==> config.mk <==
export PLATFORM = sky130hd
export DESIGN_NAME = regfile_sb_flat
export DESIGN_NICKNAME = d
export VERILOG_FILES = /design/src/rtl/regfile_sb_if.sv /design/src/rtl/regfile_sb.sv /design/src/flat_wrapper.sv
export SDC_FILE = /design/constraint.sdc
export NUM_CORES = 2
export LEC_CHECK = 0
export BUFFER_PORTS_ARGS = -buffer_cell sky130_fd_sc_hd__clkbuf_2
export CAP_MARGIN = 20
export CORE_UTILIZATION = 43
export DETAILED_ROUTE_END_ITERATION = 16
export PLACE_DENSITY = 0.65
export SLEW_MARGIN = 40
export SYNTH_ARGS = -nofsm -noshare
export SYNTH_HDL_FRONTEND = slang
export SYNTH_SLANG_ARGS = --single-unit
export TNS_END_PERCENT = 10
==> constraint.sdc <==
create_clock -name clk -period 7.23 [get_ports clk]
set_clock_uncertainty 0.15 [all_clocks]
set_input_delay 0.3615 -clock clk [delete_from_list [all_inputs] [get_ports clk]]
set_output_delay 0.3615 -clock clk [all_outputs]
set_load 0.05 [all_outputs]
==> src/rtl/regfile_sb_if.sv <==
// Bus bundle between pipeline control and the scoreboarded register file.
// The master drives addresses and strobes; the slave returns read data and busy state.
interface regfile_sb_if #(
  parameter int DATAWIDTH = 32,
  parameter int ADDRWIDTH = 5
);
  logic [ADDRWIDTH-1:0]   readReg1;
  logic [ADDRWIDTH-1:0]   readReg2;
  logic [DATAWIDTH-1:0]   readData1;
  logic [DATAWIDTH-1:0]   readData2;
  logic                   busy1;
  logic                   busy2;
  logic                   write;
  logic [ADDRWIDTH-1:0]   writeReg;
  logic [DATAWIDTH-1:0]   writeData;
  logic [DATAWIDTH/8-1:0] byteEn;
  logic                   reserve;
  logic [ADDRWIDTH-1:0]   reserveReg;
  logic [ADDRWIDTH:0]     busyCount;
  logic                   conflict;

  modport master (
    output readReg1, readReg2, write, writeReg, writeData, byteEn, reserve, reserveReg,
    input  readData1, readData2, busy1, busy2, busyCount, conflict
  );

  modport slave (
    input  readReg1, readReg2, write, writeReg, writeData, byteEn, reserve, reserveReg,
    output readData1, readData2, busy1, busy2, busyCount, conflict
  );
endinterface

==> src/rtl/regfile_sb.sv <==
// Register file with byte-enabled write, two async read ports and a per-entry busy
// scoreboard used by decode to stall on read-after-write hazards.
module regfile_sb #(
  parameter int DATAWIDTH = 32,
  parameter int ADDRWIDTH = 5,
  parameter int ZERO_REG  = 1,
  parameter int BYPASS    = 1
) (
  input logic         clk,
  input logic         rst_n,
  regfile_sb_if.slave bus
);
  localparam int DEPTH  = 1 << ADDRWIDTH;
  localparam int NBYTES = DATAWIDTH / 8;

  logic [DATAWIDTH-1:0] r_regs [DEPTH];
  logic [DEPTH-1:0]     r_busy;
  logic [ADDRWIDTH:0]   r_busyCount;
  logic                 r_conflict;

  logic                 w_wrEn;
  logic                 w_rsvEn;
  logic                 w_sameEntry;
  logic                 w_inc;
  logic                 w_dec;
  logic                 w_conflictHit;
  logic [DATAWIDTH-1:0] w_merged;
  logic [DEPTH-1:0]     w_busyNext;
  logic                 w_zero1;
  logic                 w_zero2;
  logic                 w_bypass1;
  logic                 w_bypass2;

  // Entry 0 swallows writes and reservations when it is hard-wired to zero.
  assign w_wrEn  = bus.write   && !((ZERO_REG != 0) && (bus.writeReg   == '0));
  assign w_rsvEn = bus.reserve && !((ZERO_REG != 0) && (bus.reserveReg == '0));
  assign w_sameEntry = w_wrEn && w_rsvEn && (bus.writeReg == bus.reserveReg);

  // A write is the completion event, so it releases busy; a same-cycle reserve wins.
  assign w_inc = w_rsvEn && !r_busy[bus.reserveReg];
  assign w_dec = w_wrEn && r_busy[bus.writeReg] && !w_sameEntry;
  assign w_conflictHit = w_rsvEn && r_busy[bus.reserveReg] && !w_sameEntry;

  always_comb begin
    w_merged = r_regs[bus.writeReg];
    for (int b = 0; b < NBYTES; b++) begin
      if (bus.byteEn[b]) begin
        w_merged[8*b +: 8] = bus.writeData[8*b +: 8];
      end
    end
  end

  always_comb begin
    w_busyNext = r_busy;
    if (w_wrEn) begin
      w_busyNext[bus.writeReg] = 1'b0;
    end
    if (w_rsvEn) begin
      w_busyNext[bus.reserveReg] = 1'b1;
    end
  end

  always_ff @(posedge clk or negedge rst_n) begin
    if (!rst_n) begin
      for (int i = 0; i < DEPTH; i++) begin
        r_regs[i] <= '0;
      end
      r_busy      <= '0;
      r_busyCount <= '0;
      r_conflict  <= 1'b0;
    end else begin
      if (w_wrEn) begin
        r_regs[bus.writeReg] <= w_merged;
      end
      r_busy      <= w_busyNext;
      r_busyCount <= r_busyCount + (ADDRWIDTH+1)'(w_inc) - (ADDRWIDTH+1)'(w_dec);
      if (w_conflictHit) begin
        r_conflict <= 1'b1;
      end
    end
  end

  assign w_zero1   = (ZERO_REG != 0) && (bus.readReg1 == '0);
  assign w_zero2   = (ZERO_REG != 0) && (bus.readReg2 == '0);
  assign w_bypass1 = (BYPASS != 0) && w_wrEn && (bus.writeReg == bus.readReg1);
  assign w_bypass2 = (BYPASS != 0) && w_wrEn && (bus.writeReg == bus.readReg2);

  always_comb begin
    bus.readData1 = r_regs[bus.readReg1];
    bus.busy1     = r_busy[bus.readReg1];
    if (w_zero1) begin
      bus.readData1 = '0;
      bus.busy1     = 1'b0;
    end else if (w_bypass1) begin
      bus.readData1 = w_merged;
      bus.busy1     = 1'b0;
    end
  end

  always_comb begin
    bus.readData2 = r_regs[bus.readReg2];
    bus.busy2     = r_busy[bus.readReg2];
    if (w_zero2) begin
      bus.readData2 = '0;
      bus.busy2     = 1'b0;
    end else if (w_bypass2) begin
      bus.readData2 = w_merged;
      bus.busy2     = 1'b0;
    end
  end

  assign bus.busyCount = r_busyCount;
  assign bus.conflict  = r_conflict;
endmodule

==> src/flat_wrapper.sv <==
// flat-port wrapper written by rule: the top's interface ports become plain ports
module regfile_sb_flat 
#(
  parameter int DATAWIDTH = 32,
  parameter int ADDRWIDTH = 5,
  parameter int ZERO_REG  = 1,
  parameter int BYPASS    = 1
)
  (clk, rst_n, bus_readReg1, bus_readReg2, bus_write, bus_writeReg, bus_writeData, bus_byteEn, bus_reserve, bus_reserveReg, bus_readData1, bus_readData2, bus_busy1, bus_busy2, bus_busyCount, bus_conflict);
  regfile_sb_if #(.DATAWIDTH(DATAWIDTH), .ADDRWIDTH(ADDRWIDTH)) bus_i ();
  input logic clk;
  input logic rst_n;
  input wire logic [$bits(bus_i.readReg1)-1:0] bus_readReg1;
  input wire logic [$bits(bus_i.readReg2)-1:0] bus_readReg2;
  input wire logic [$bits(bus_i.write)-1:0] bus_write;
  input wire logic [$bits(bus_i.writeReg)-1:0] bus_writeReg;
  input wire logic [$bits(bus_i.writeData)-1:0] bus_writeData;
  input wire logic [$bits(bus_i.byteEn)-1:0] bus_byteEn;
  input wire logic [$bits(bus_i.reserve)-1:0] bus_reserve;
  input wire logic [$bits(bus_i.reserveReg)-1:0] bus_reserveReg;
  output wire logic [$bits(bus_i.readData1)-1:0] bus_readData1;
  output wire logic [$bits(bus_i.readData2)-1:0] bus_readData2;
  output wire logic [$bits(bus_i.busy1)-1:0] bus_busy1;
  output wire logic [$bits(bus_i.busy2)-1:0] bus_busy2;
  output wire logic [$bits(bus_i.busyCount)-1:0] bus_busyCount;
  output wire logic [$bits(bus_i.conflict)-1:0] bus_conflict;
  assign bus_i.readReg1 = bus_readReg1;
  assign bus_i.readReg2 = bus_readReg2;
  assign bus_i.write = bus_write;
  assign bus_i.writeReg = bus_writeReg;
  assign bus_i.writeData = bus_writeData;
  assign bus_i.byteEn = bus_byteEn;
  assign bus_i.reserve = bus_reserve;
  assign bus_i.reserveReg = bus_reserveReg;
  assign bus_readData1 = bus_i.readData1;
  assign bus_readData2 = bus_i.readData2;
  assign bus_busy1 = bus_i.busy1;
  assign bus_busy2 = bus_i.busy2;
  assign bus_busyCount = bus_i.busyCount;
  assign bus_conflict = bus_i.conflict;
  regfile_sb #(.DATAWIDTH(DATAWIDTH), .ADDRWIDTH(ADDRWIDTH), .ZERO_REG(ZERO_REG), .BYPASS(BYPASS)) u_core (.clk(clk), .rst_n(rst_n), .bus(bus_i));
endmodule
==> out/results.ini <==
[outcome]
status=finished clean

[worst_setup_path]
end_kind=output port
r2r_slack_ns=3.76
cp-start-kind=input port
reg2reg_to=u_core.bus.busyCount[4]
worst-path-max-fanout=26
arrival_ns=4.21
critPathKind=in2out
required_ns=6.72
cp_top_family=buffers and inverters
ff2ff_path_depth=13
crit_buf_inv=4
reg2reg_from=u_core.r_busy[31]
worst_path_max_delay_cell=nor2_4
max_stage_delay_ns=0.74
crit_path_cell_trace=clkbuf_2 > or3_1 > o31ai_1 > o31ai_1 > buf_4 > nor2_4 > buf_4 > a221o_1 > clkbuf_2

[final_layout]
final_common_cell=dfrtp_1
layout-drive-gt1-share_pct=50.0
final_cell_mix=dfrtp_1, mux2_2, mux4_2
final_nets=4602
syn_to_final_growth_pct=10.6
nFillCells=13200

[routing]
drc=0
routed.top_layer=met5
dr_wl_met2_um=107000
drt_wl_total_um=241000
wl_met3_um=27400
viasPerCell=7.08
firstDrtPassIters=8
vias=47200
drtAntennaViolNets=0
met1_length_um=93500
wl_per_cell_um=36.1
drt_iter0_markers=6048

[timing]
setup_viol=0
maxSlewViolCount=0
hold_violations=0
period_needed_ns=4.72
timing.fmax_mhz=212
finalCritPeriodShare_pct=65.3
worst_slew_pin_slew_ns=1.00
setup_tns_ns=0
max_slew_margin_pct=33.0
grt_setup_unrepaired=no

[clock_network]
root_buffer=clkbuf_16
post_cts_buffers=0
cts_tree=built
ctsLongestPathBuffers=3
cts_hold_buf=6
cts.clk_slew.worst_paths_ns=0.06
cts_buffers=119
ctsResizeCount=0
clock_sinks=1063
insertion_delay_ns=0.76
cts_max_level=3

[power_and_ir_drop]
p_int_mw=13.8
totalPowerFinal_mw=20.2
p_leak_nw=31.3
clkPwrFrac_pct=31.4
power_frac_comb_pct=27.2
p_sw_share_pct=32.0
netSwitchingPower_mw=6.47
peakVddDrop_v=0.000195
power_frac_seq_pct=41.3
powerDensity_mw_per_mm2=274

[grt]
track_usage_pct=30.8
grt_pass1_wl_um=351000
grt_overflow=0
grt_pass1_vias=46600
grt_max_degree=149
antenna_found_initial=5

[logic_synthesis]
ys_seq_area_share_pct=39.9
synth_cell_type_count=69
syn_area_mm2=0.0667
ys_ff_latch=1063
synth-main-ff-cell=dfrtp_1
synth_cells=4649
synth-async-reset-ratio_pct=100
syn_avg_cell_area_um2=14.3
synth_edf_count=0
ys_warn_count=0
syn_nets=4716

[die]
die_area_mm2=0.157
die_w_um=396
die_h_um=396
core_mm2=0.154
ios=133
num_rows=144
initial_core_util_pct=43.3

[place]
gp_congestion=0.882
portBuffers=132
dp.final_hpwl_um=146000

[worst_hold_path]
hp-class=in2async

[job]
maxCapViolations=0

-- state kept, by name, indices dropped and copies added (netlist names) --
signal and cells:
u_core.bus.busyCount 6, u_core.r_regs 1024, u_core.bus.conflict 1, u_core.r_busy 32
-- worst max-delay path by stage --
stage                     slack (ns)                 endpoint  cells past startpoint       startpoint
after floorplan                 3.50  u_core.bus.busyCount[4]                     17  bus_writeReg[0]
after global placement          2.38        bus_readData1[31]                      8  bus_writeReg[4]
after detailed placement        2.56  u_core.bus.busyCount[4]                     15  bus_writeReg[0]
after CTS                       2.56        bus_readData1[31]                      8  bus_writeReg[0]
after global routing            2.48        bus_readData2[30]                      9  bus_writeReg[2]
final                           2.51        bus_readData2[30]                      9  bus_writeReg[2]
-- kinds of logic after synthesis --
logic type	after synthesis	synth area share (%)
muxes	2118	47.1
DFF	1063	39.9
buffers and inverters	566	4.12
and+or+nand+nor	442	3.44
AOI/OAI and AO/OA	433	5.06
xor gates and xnor gates	20	0.263
adders and majority gates	7	0.143
-- cell usage after synthesis (17+ instances only) --
master	count	share of area (%)
a22o_1	18	0.24
nor2_1	64	0.36
dfrtp_1	1063	40
nor3_1	33	0.25
a21oi_1	43	0.32
a211oi_1	37	0.42
a221o_1	63	0.95
a22oi_1	79	0.89
and3_1	35	0.33
mux2_2	1004	17
o22ai_1	73	0.68
buf_2	239	1.8
mux4_2	716	24
o21ai_0	53	0.40
inv_1	24	0.14
mux2i_1	398	6.0
nand3_1	38	0.29
a41oi_2	17	0.41
buf_4	35	0.39
nor4_1	29	0.27
nor2b_1	62	0.58
clkbuf_1	203	1.1
buf_6	24	0.41
nand2_1	122	0.69
buf_1	28	0.16
-- worst reg2reg max path, cell delays in order (launching register included) --
cell	delay [ns]
dfrtp_1	0.43
mux4_2	0.53
a22o_1	0.23
a221oi_1	0.22
o221ai_1	0.15
and3_1	0.23
ha_1	0.28
inv_1	0.03
ha_1	0.20
fa_1	0.43
a21oi_1	0.17
nor2_1	0.05
nor2_1	0.10
xnor2_1	0.13
-- through the flow --
| stage | instance area [µm²] | cells | utilization (%) | setup slack [ns] | hold WS [ns] |
|---|---|---|---|---|---|
| final | 73800 | 6678 | 47.9 | 2.51 | 0.108 |
| after global routing | 73800 | 6677 | 47.9 | 2.48 | 0.154 |
| after CTS | 73500 | 6669 | 47.7 | 2.56 | 0.0907 |
| after detailed placement | 69400 | 6444 | 45.0 | 2.56 | 0.233 |
| after global placement | 68900 | 6426 | 44.8 | 2.38 | 0.237 |
| after floorplan | 66700 | 4649 | - | 3.50 | -0.0841 |
-- final cells by class --
type | instances | area, µm² | share of cell area [%]
multi-input combinational | 3020 | 37800 | 51.2
sequential | 1063 | 26600 | 36.1
clock buffer | 162 | 3430 | 4.65
timing repair buffer | 306 | 2670 | 3.61
tap | 2044 | 2560 | 3.47
clock inverter | 57 | 623 | 0.845
inverter | 25 | 93.8 | 0.127
antenna | 1 | 2.50 | 0.00339
-- power by group through the flow --
stage	Sequential (mW)	Combinational [mW]	Clock (mW)
final	8.36	5.51	6.36
after global routing	8.51	5.81	6.66
after CTS	8.29	5.46	6.42
after detailed placement	8.39	5.43	0
after global placement	8.32	5.35	0
after floorplan	8.03	4.16	0
-- layer usage --
metal	vias to the layer above	track usage [%]
met5	-	0.400
met4	2	15.8
met3	685	8.26
met2	3124	44.9
met1	25300	42.0
li1	18200	-
(Power assumes the default switching activity.)
